File: src/rtl/prog_loader_ctrl_pkg.sv
`default_nettype none
// ============================================================================
//  Module   : prog_loader_ctrl_pkg
//  Purpose  : Shared types and constants for the program loader.
//  Revision : 1.0  initial release
// ============================================================================
package prog_loader_ctrl_pkg;

   typedef enum logic [2:0] {
      IDLE = 3'd0,
      LEN  = 3'd1,
      DATA = 3'd2,
      DONE = 3'd3,
      ERR  = 3'd4
   } loader_state_t;

   localparam int BYTES_PER_WORD   = 4;
   localparam int LOADER_LEN_BYTES = 4;

endpackage
`default_nettype wire

File: src/rtl/prog_loader_ctrl_assembler.sv
`default_nettype none
// ============================================================================
//  Module   : byte_word_assembler
//  Purpose  : Packs a big-endian byte stream into 32-bit words.
//  Revision : 1.0  initial release
// ============================================================================
module byte_word_assembler
   import prog_loader_ctrl_pkg::*;
(
   input  logic        CLK,
   input  logic        reset,
   input  logic        clear,
   input  logic        byte_valid,
   input  logic [7:0]  byte_in,
   output logic [31:0] word_out,
   output logic        word_ready
);

   localparam logic [1:0] c_last = 2'(BYTES_PER_WORD - 1);

   logic [23:0] r_shift;
   logic [1:0]  r_count;

   // The completing byte is appended combinationally so the owner can
   // register the full word on the same edge that consumes it.
   assign word_out   = {r_shift, byte_in};
   assign word_ready = byte_valid && (r_count == c_last);

   always_ff @(posedge CLK) begin
      if (reset || clear) begin
         r_shift <= 24'd0;
         r_count <= 2'd0;
      end else if (byte_valid) begin
         r_shift <= {r_shift[15:0], byte_in};
         r_count <= r_count + 2'd1;
      end
   end

endmodule
`default_nettype wire

File: src/rtl/prog_loader_ctrl.sv
`default_nettype none
// ============================================================================
//  Module   : prog_loader_ctrl
//  Purpose  : Loads a length-prefixed program byte stream into instruction RAM.
//  Revision : 1.0  initial release
// ============================================================================
module prog_loader_ctrl
   import prog_loader_ctrl_pkg::*;
#(
   parameter int INST_MEM_WIDTH = 10
)(
   input  logic                      CLK,
   input  logic                      reset,
   input  logic [7:0]                input_data,
   input  logic                      input_valid,
   input  logic                      input_start,
   output logic                      mem_we,
   output logic [INST_MEM_WIDTH-1:0] mem_addr,
   output logic [31:0]               mem_wdata,
   output logic                      inst_enable,
   output logic                      load_busy,
   output logic                      load_error
);

   localparam logic [32:0] c_depth = 33'd1 << INST_MEM_WIDTH;

   loader_state_t             r_state;
   logic [INST_MEM_WIDTH:0]   r_word_idx;
   logic [INST_MEM_WIDTH:0]   r_len_words;
   logic                      r_mem_we;
   logic [INST_MEM_WIDTH-1:0] r_mem_addr;
   logic [31:0]               r_mem_wdata;
   logic                      r_inst_enable;

   logic                      w_accept;
   logic [31:0]               w_word;
   logic                      w_word_ready;
   logic [INST_MEM_WIDTH:0]   w_next_idx;

   // A start strobe always wins over a coincident byte.
   assign w_accept   = input_valid && !input_start &&
                       ((r_state == LEN) || (r_state == DATA));
   assign w_next_idx = r_word_idx + 1'b1;

   byte_word_assembler u_asm (
      .CLK        (CLK),
      .reset      (reset),
      .clear      (input_start),
      .byte_valid (w_accept),
      .byte_in    (input_data),
      .word_out   (w_word),
      .word_ready (w_word_ready)
   );

   always_ff @(posedge CLK) begin
      if (reset) begin
         r_state       <= IDLE;
         r_word_idx    <= '0;
         r_len_words   <= '0;
         r_mem_we      <= 1'b0;
         r_mem_addr    <= '0;
         r_mem_wdata   <= 32'd0;
         r_inst_enable <= 1'b0;
      end else begin
         r_mem_we      <= 1'b0;
         // Enable trails DONE by one cycle so the last write lands first.
         r_inst_enable <= (r_state == DONE);
         if (input_start) begin
            r_state       <= LEN;
            r_word_idx    <= '0;
            r_len_words   <= '0;
            r_inst_enable <= 1'b0;
         end else begin
            case (r_state)
               LEN: begin
                  if (w_word_ready) begin
                     r_len_words <= w_word[INST_MEM_WIDTH:0];
                     if (w_word == 32'd0)
                        r_state <= DONE;
                     else if ({1'b0, w_word} > c_depth)
                        r_state <= ERR;
                     else
                        r_state <= DATA;
                  end
               end
               DATA: begin
                  if (w_word_ready) begin
                     r_mem_we    <= 1'b1;
                     r_mem_addr  <= r_word_idx[INST_MEM_WIDTH-1:0];
                     r_mem_wdata <= w_word;
                     r_word_idx  <= w_next_idx;
                     if (w_next_idx == r_len_words)
                        r_state <= DONE;
                  end
               end
               default: ;
            endcase
         end
      end
   end

   assign mem_we      = r_mem_we;
   assign mem_addr    = r_mem_addr;
   assign mem_wdata   = r_mem_wdata;
   assign inst_enable = r_inst_enable;
   assign load_busy   = (r_state == LEN) || (r_state == DATA);
   assign load_error  = (r_state == ERR);

endmodule
`default_nettype wire

File: config.mk
export PLATFORM = sky130hd
export DESIGN_NAME = prog_loader_ctrl
export DESIGN_NICKNAME = d
export VERILOG_FILES = /design/src/rtl/prog_loader_ctrl_pkg.sv /design/src/rtl/prog_loader_ctrl_assembler.sv /design/src/rtl/prog_loader_ctrl.sv
export SDC_FILE = /design/constraint.sdc
export NUM_CORES = 1
export LEC_CHECK = 0
export ABC_AREA = 1
export CORE_MARGIN = 5
export CORE_UTILIZATION = 48
export DETAILED_ROUTE_END_ITERATION = 8
export GPL_ROUTABILITY_DRIVEN = 0
export PLACE_DENSITY_LB_ADDON = 0.1
export SYNTH_ARGS = -nofsm -noshare
export SYNTH_HDL_FRONTEND = slang
export SYNTH_SLANG_ARGS = --single-unit
File: constraint.sdc
create_clock -name CLK -period 1.6 [get_ports CLK]
set_input_delay 0.16 -clock CLK [delete_from_list [all_inputs] [get_ports CLK]]
set_output_delay 0.16 -clock CLK [all_outputs]
set_load 0.01 [all_outputs]
* Yosys cells after proc, flatten, opt, wreduce, memory -nomap -nowiden *
Index checks and enable logic that the tools add are counted.

storage, ports and cells
  register bits after elaboration = 95
  latch bits = 0
  RAM bits = 0
  ROM bits = 0
  input port bits = 12
  output and inout bits = 46
  logic and storage cells = 51
  memories kept = 0

cells by class
  add/sub/neg operators = 2
  multiply operators = 0
  div/mod/pow operators = 0
  $lt $le $gt $ge = 1
  equality and inequality tests = 12
  shift-type cells = 0
  mux-type cells = 8
  bitwise logic cells = 2
  reductions and logical operators = 16

operator list
  kind                   number
  $gt 32x11->1 const B   1
  $logic_not 32->1       1
  $mux 3                 5
  $add 11x1->11 const B  1
  $eq 11x11->1           1
  $ne 3x2->1 const B     3
  $reduce_and 4->1       2
  $eq 3x2->1 const B     2
  $ne 2x1->1 const B     3
  $pmux 3 s2             1
  $reduce_and 2->1       2
  $eq 3x1->1 const B     1
  $eq 3x3->1 const B     1
  $logic_and 1x1->1      3
  $reduce_and 3->1       1
  $reduce_bool 3->1      1
  $reduce_or 3->1        1
  $add 2x1->2 const B    1
  $eq 2x2->1 const B     1
  $logic_or 1x1->1       2
  $mux 1                 2
  $not 1->1              2
  $reduce_bool 2->1      1
  $reduce_or 2->1        1
  $logic_not 1->1        1

* Logic depth before layout (Yosys ltp) *
Gate-level depths: netlist (run 1).

  word-level depth = 7
  depth in mapped cells = 15
  gate-level depth less buffers = 15

* By module *
A second synthesis (run 1) with hierarchy kept.

second synthesis, totals
  cell total of the unflattened synthesis = 596
  area, all modules = 4,175.3 µm²

modules (own cells, without submodules)
  module               times used  cells each  area each (µm²)  sequential area each (µm²)
  prog_loader_ctrl     1           421         3,012.9          1,381.3
  byte_word_assembler  1           175         1,162.4          520.5

* Worst setup path after synthesis (run 1) *
No wires, ideal clock.

  kind = register to register
  start = register r_word_idx[0]
  end = register r_state[1]
  arrival = 1.535 ns
  slack = -0.047 ns
  cell stages (with the launch flop) = 15
  period minus slack after synthesis = 1.647 ns
  cells stage by stage = dfxtp_1 ha_1 nand3_1 o21ai_1 nand2_1 nand2_1 nand2_1 inv_1 nand2_1 nor2_2 nand3_2 nand2_2 nand2_2 nand2_1 nor2_1

between the ends
  cells in the longest elaborated chain, start to end = 4

ends and longest elaborated chain
  what                        RTL line                source
  start: declaration          prog_loader_ctrl.sv:28  logic [INST_MEM_WIDTH:0] r_word_idx;
  start signal: assignment    prog_loader_ctrl.sv:91  r_word_idx <= w_next_idx;
  $add 11x1->11               prog_loader_ctrl.sv:43  assign w_next_idx = r_word_idx + 1'b1;
  $eq 11x11->1                prog_loader_ctrl.sv:92  if (w_next_idx == r_len_words)
  $ne 2x1->1 (no line)        -
  $reduce_and 4->1 (no line)  -
  end signal: assignment      prog_loader_ctrl.sv:57  r_state <= IDLE;
  end signal: assignment      prog_loader_ctrl.sv:69  r_state <= LEN;
  end signal: assignment      prog_loader_ctrl.sv:93  r_state <= DONE;
  end: declaration            prog_loader_ctrl.sv:27  loader_state_t r_state;

Every way passes these cells.
A chain may end at the register's enable or synchronous reset.

* Worst setup path in the final report (run 1) *
  start = register r_word_idx[0]
  end = register r_state[0]

between the ends
  cells in the longest elaborated chain, start to end = 4

ends and longest elaborated chain
  what                        RTL line                source
  $add 11x1->11               prog_loader_ctrl.sv:43
  named net w_next_idx[1]     prog_loader_ctrl.sv:38  logic [INST_MEM_WIDTH:0] w_next_idx;
  $eq 11x11->1                prog_loader_ctrl.sv:92
  $ne 3x2->1 (no line)        -
  $reduce_and 4->1 (no line)  -

The timed path passes the listed nets, and every way through them passes these cells.

==> results.cfg, run 1 <==
[status]
status = finished, violations left
violations = negative setup slack

[critical_path]
critPathMaxStageDelay_ns = 0.36
required_ns = 1.86
startpoint_type = flop
crit_type = reg2reg
cp_slowest_cell = dfxtp_4
r2r_cells = 14
cp.arrival_ns = 1.98
cpMostUsedCell = nand2_1
crit_path_max_fanout = 3
crit_chain = ha_4, inv_2, nand2_1, nand2_1, nor2_2, nand3_2, nor2_4, nand2_2, nor2_4, nand3_2, nand2_2, nand2_1, nand2_1, nor2_1
endpoint_kind = flop

[sta]
fin_ws_ns = -0.127
rsz0062_at_grt = true
post-route-period-util_pct = 108
slew_viol_final = 0
hold_viol_final = 0
hold_slack_ns = 0.429
skew_ns = 0.0132
tightest_slew_ns = 0.342
slew_headroom_pct = 76.9
min_period_ns = 1.73
timing.fmax_ghz = 0.579
finalSetupViolCount = 3

[clocking]
clkTransAtPathRegs_ns = 0.09
numCtsBuffers = 9
cts_tree = yes
htree_levels = 3
cts_sinks = 95
clock_path_buffers = 2
cts-root-buf = clkbuf_8
clock_latency_ns = 0.36

[synth]
synth_area_um2 = 3910
synth_cell_types = 28
synth_edf_count = 0
netlist_instances = 525
ys_seq_area_share_pct = 48.6
synthFlopType = dfxtp_1
yosysWarningCount = 0
syn_nets = 539
synthArstFlopShare_pct = 0
syn_area_per_cell_um2 = 7.45
synth_seq_cells = 95

[global_route]
grt_max_degree = 31
gr-total-overflow = 0
grt_pass1_vias = 3444
grt_use_total_pct = 20.4
grt_pass1_wl_mm = 16.2
antenna_found_initial = 0

[pwr]
power_density_nw_per_um2 = 791
vdd_drop_max_mv = 0.534
total_power_mw = 4.26
power_leakage_nw = 2.04

[die]
io_pins = 58
die_x_um = 100
die_y_um = 100
start_util_pct = 48.3
fp.coreArea_um2 = 8090
num_rows = 33
dieArea_um2 = 10100

[routing]
num_vias = 3745
drc = 0
firstDrtPassIters = 4
drt-wirelength-per-cell_um = 14.5
ant_nets = 0
drt_iter0_drc = 198
wirelength_mm = 10.6
via_per_inst = 5.14

[finish]
fin_cells = 729
layout_common_cells = nand2_1, a21oi_1, dfxtp_1
insertedDiodeCount = 0
nFillCells = 693
layout-drive-gt1-share_pct = 19.6
layout.nets = 633
final_common_cell = nand2_1
fin_area_um2 = 5380
areaGrowthSynthToFinish_pct = 37.6

[placement]
dp_cells = 707
post-dp-hpwl_mm = 7.37
placed_area_um2 = 4890
io_buffers = 57

[min_path]
hold_path_class = reg2reg
hold_depth = 1

[job]
cap_violations = 0
## critical path: cells and delay by family, from the launching register on
kind | cells | cell delay (ns)
AND/OR/NAND/NOR | 12 | 0.96
flip-flops | 1 | 0.36
adder cells (fa/ha/maj) | 1 | 0.27
buffers and inverters | 1 | 0.03
## cell usage after synthesis (5+ instances only)
cell type | count | area (µm²)
nand2_1 | 109 | 409
dfxtp_1 | 95 | 1900
a21oi_1 | 88 | 440
inv_1 | 52 | 195
o21ai_0 | 39 | 195
nand3_1 | 31 | 155
nor2_1 | 22 | 82.6
o21ai_1 | 21 | 105
clkbuf_1 | 13 | 48.8
nand2_2 | 6 | 37.5
buf_2 | 5 | 25.0
## metrics by stage
step | worst slack, ns | utilization [%] | TNS, ns
after detailed placement | -0.222 | 60.4 | -6.61
final | -0.127 | 66.5 | -0.323
after CTS | -0.0617 | 63.5 | -0.136
after global placement | -0.175 | 60.4 | -4.23
after floorplan | 0.0123 | - | 0
after global routing | -0.250 | 66.5 | -0.821
## power by group
group,internal (mW),switching (mW)
combinational,0.0949,0.124
sequential,2.37,0.00725
clock,0.884,0.779
total,3.35,0.911
## cell families after synthesis
| kind of cell | synth area share (%) |
|---|---|
| DFF | 48.6 |
| AOI/OAI and AO/OA | 19.5 |
| and+or+nand+nor | 22.6 |
| buffers and inverters | 8.64 |
| adders and majority gates | 0.640 |
## worst paths after layout
path / from / to / slack [ns]
setup / recovery: r_word_idx[0] / r_state[0] / -0.13
hold / removal: r_state[2] / inst_enable / 0.43
setup reg to reg: r_word_idx[0] / r_state[0] / -0.13
hold reg to reg: r_state[2] / inst_enable / 0.43
## registers in the layout, summed over array words and instances, names as in the netlist
name           count
inst_enable        1
mem_addr          10
mem_wdata         32
mem_we             1
r_len_words       11
r_state            3
r_word_idx        11
u_asm.r_count      2
u_asm.r_shift     24
## metal layers
metal	track usage, %	wire [µm]	up-vias
li1	-	-	1911
met1	25.0	4650	1755
met2	35.2	5460	63
met3	4.66	289	16
met4	7.36	204	0
met5	0	0	-
## final cells by class
type                    instances  area (µm²)  area share, %
clock buffers                  13         139           2.58
clock inverters                 3        67.6           1.26
inverters                      55         219           4.07
multi-input cells             348        1790           33.3
flip-flops and latches         95        1920           35.6
well taps                     105         131           2.44
repair buffers                110        1120           20.8
## what timing repair did
action,CTS,global route
endpoints found under the setup margin,5,55
hold buffers,0,0
pin swaps,3,15
resized for setup,16,47
cloned,0,3
setup buffers,0,3
Note: power is estimated with default switching activity, not from simulation.
==> run 2: changes to the inputs <==
--- a/config.mk
+++ b/config.mk
@@ -6,6 +6,7 @@
 export NUM_CORES = 1
 export LEC_CHECK = 0
 export ABC_AREA = 1
+export CAP_MARGIN = 25
 export CORE_MARGIN = 5
 export CORE_UTILIZATION = 48
 export DETAILED_ROUTE_END_ITERATION = 8
==> results of run 2 <==
Final layout, timing and power as in run 1 (identical DEF).
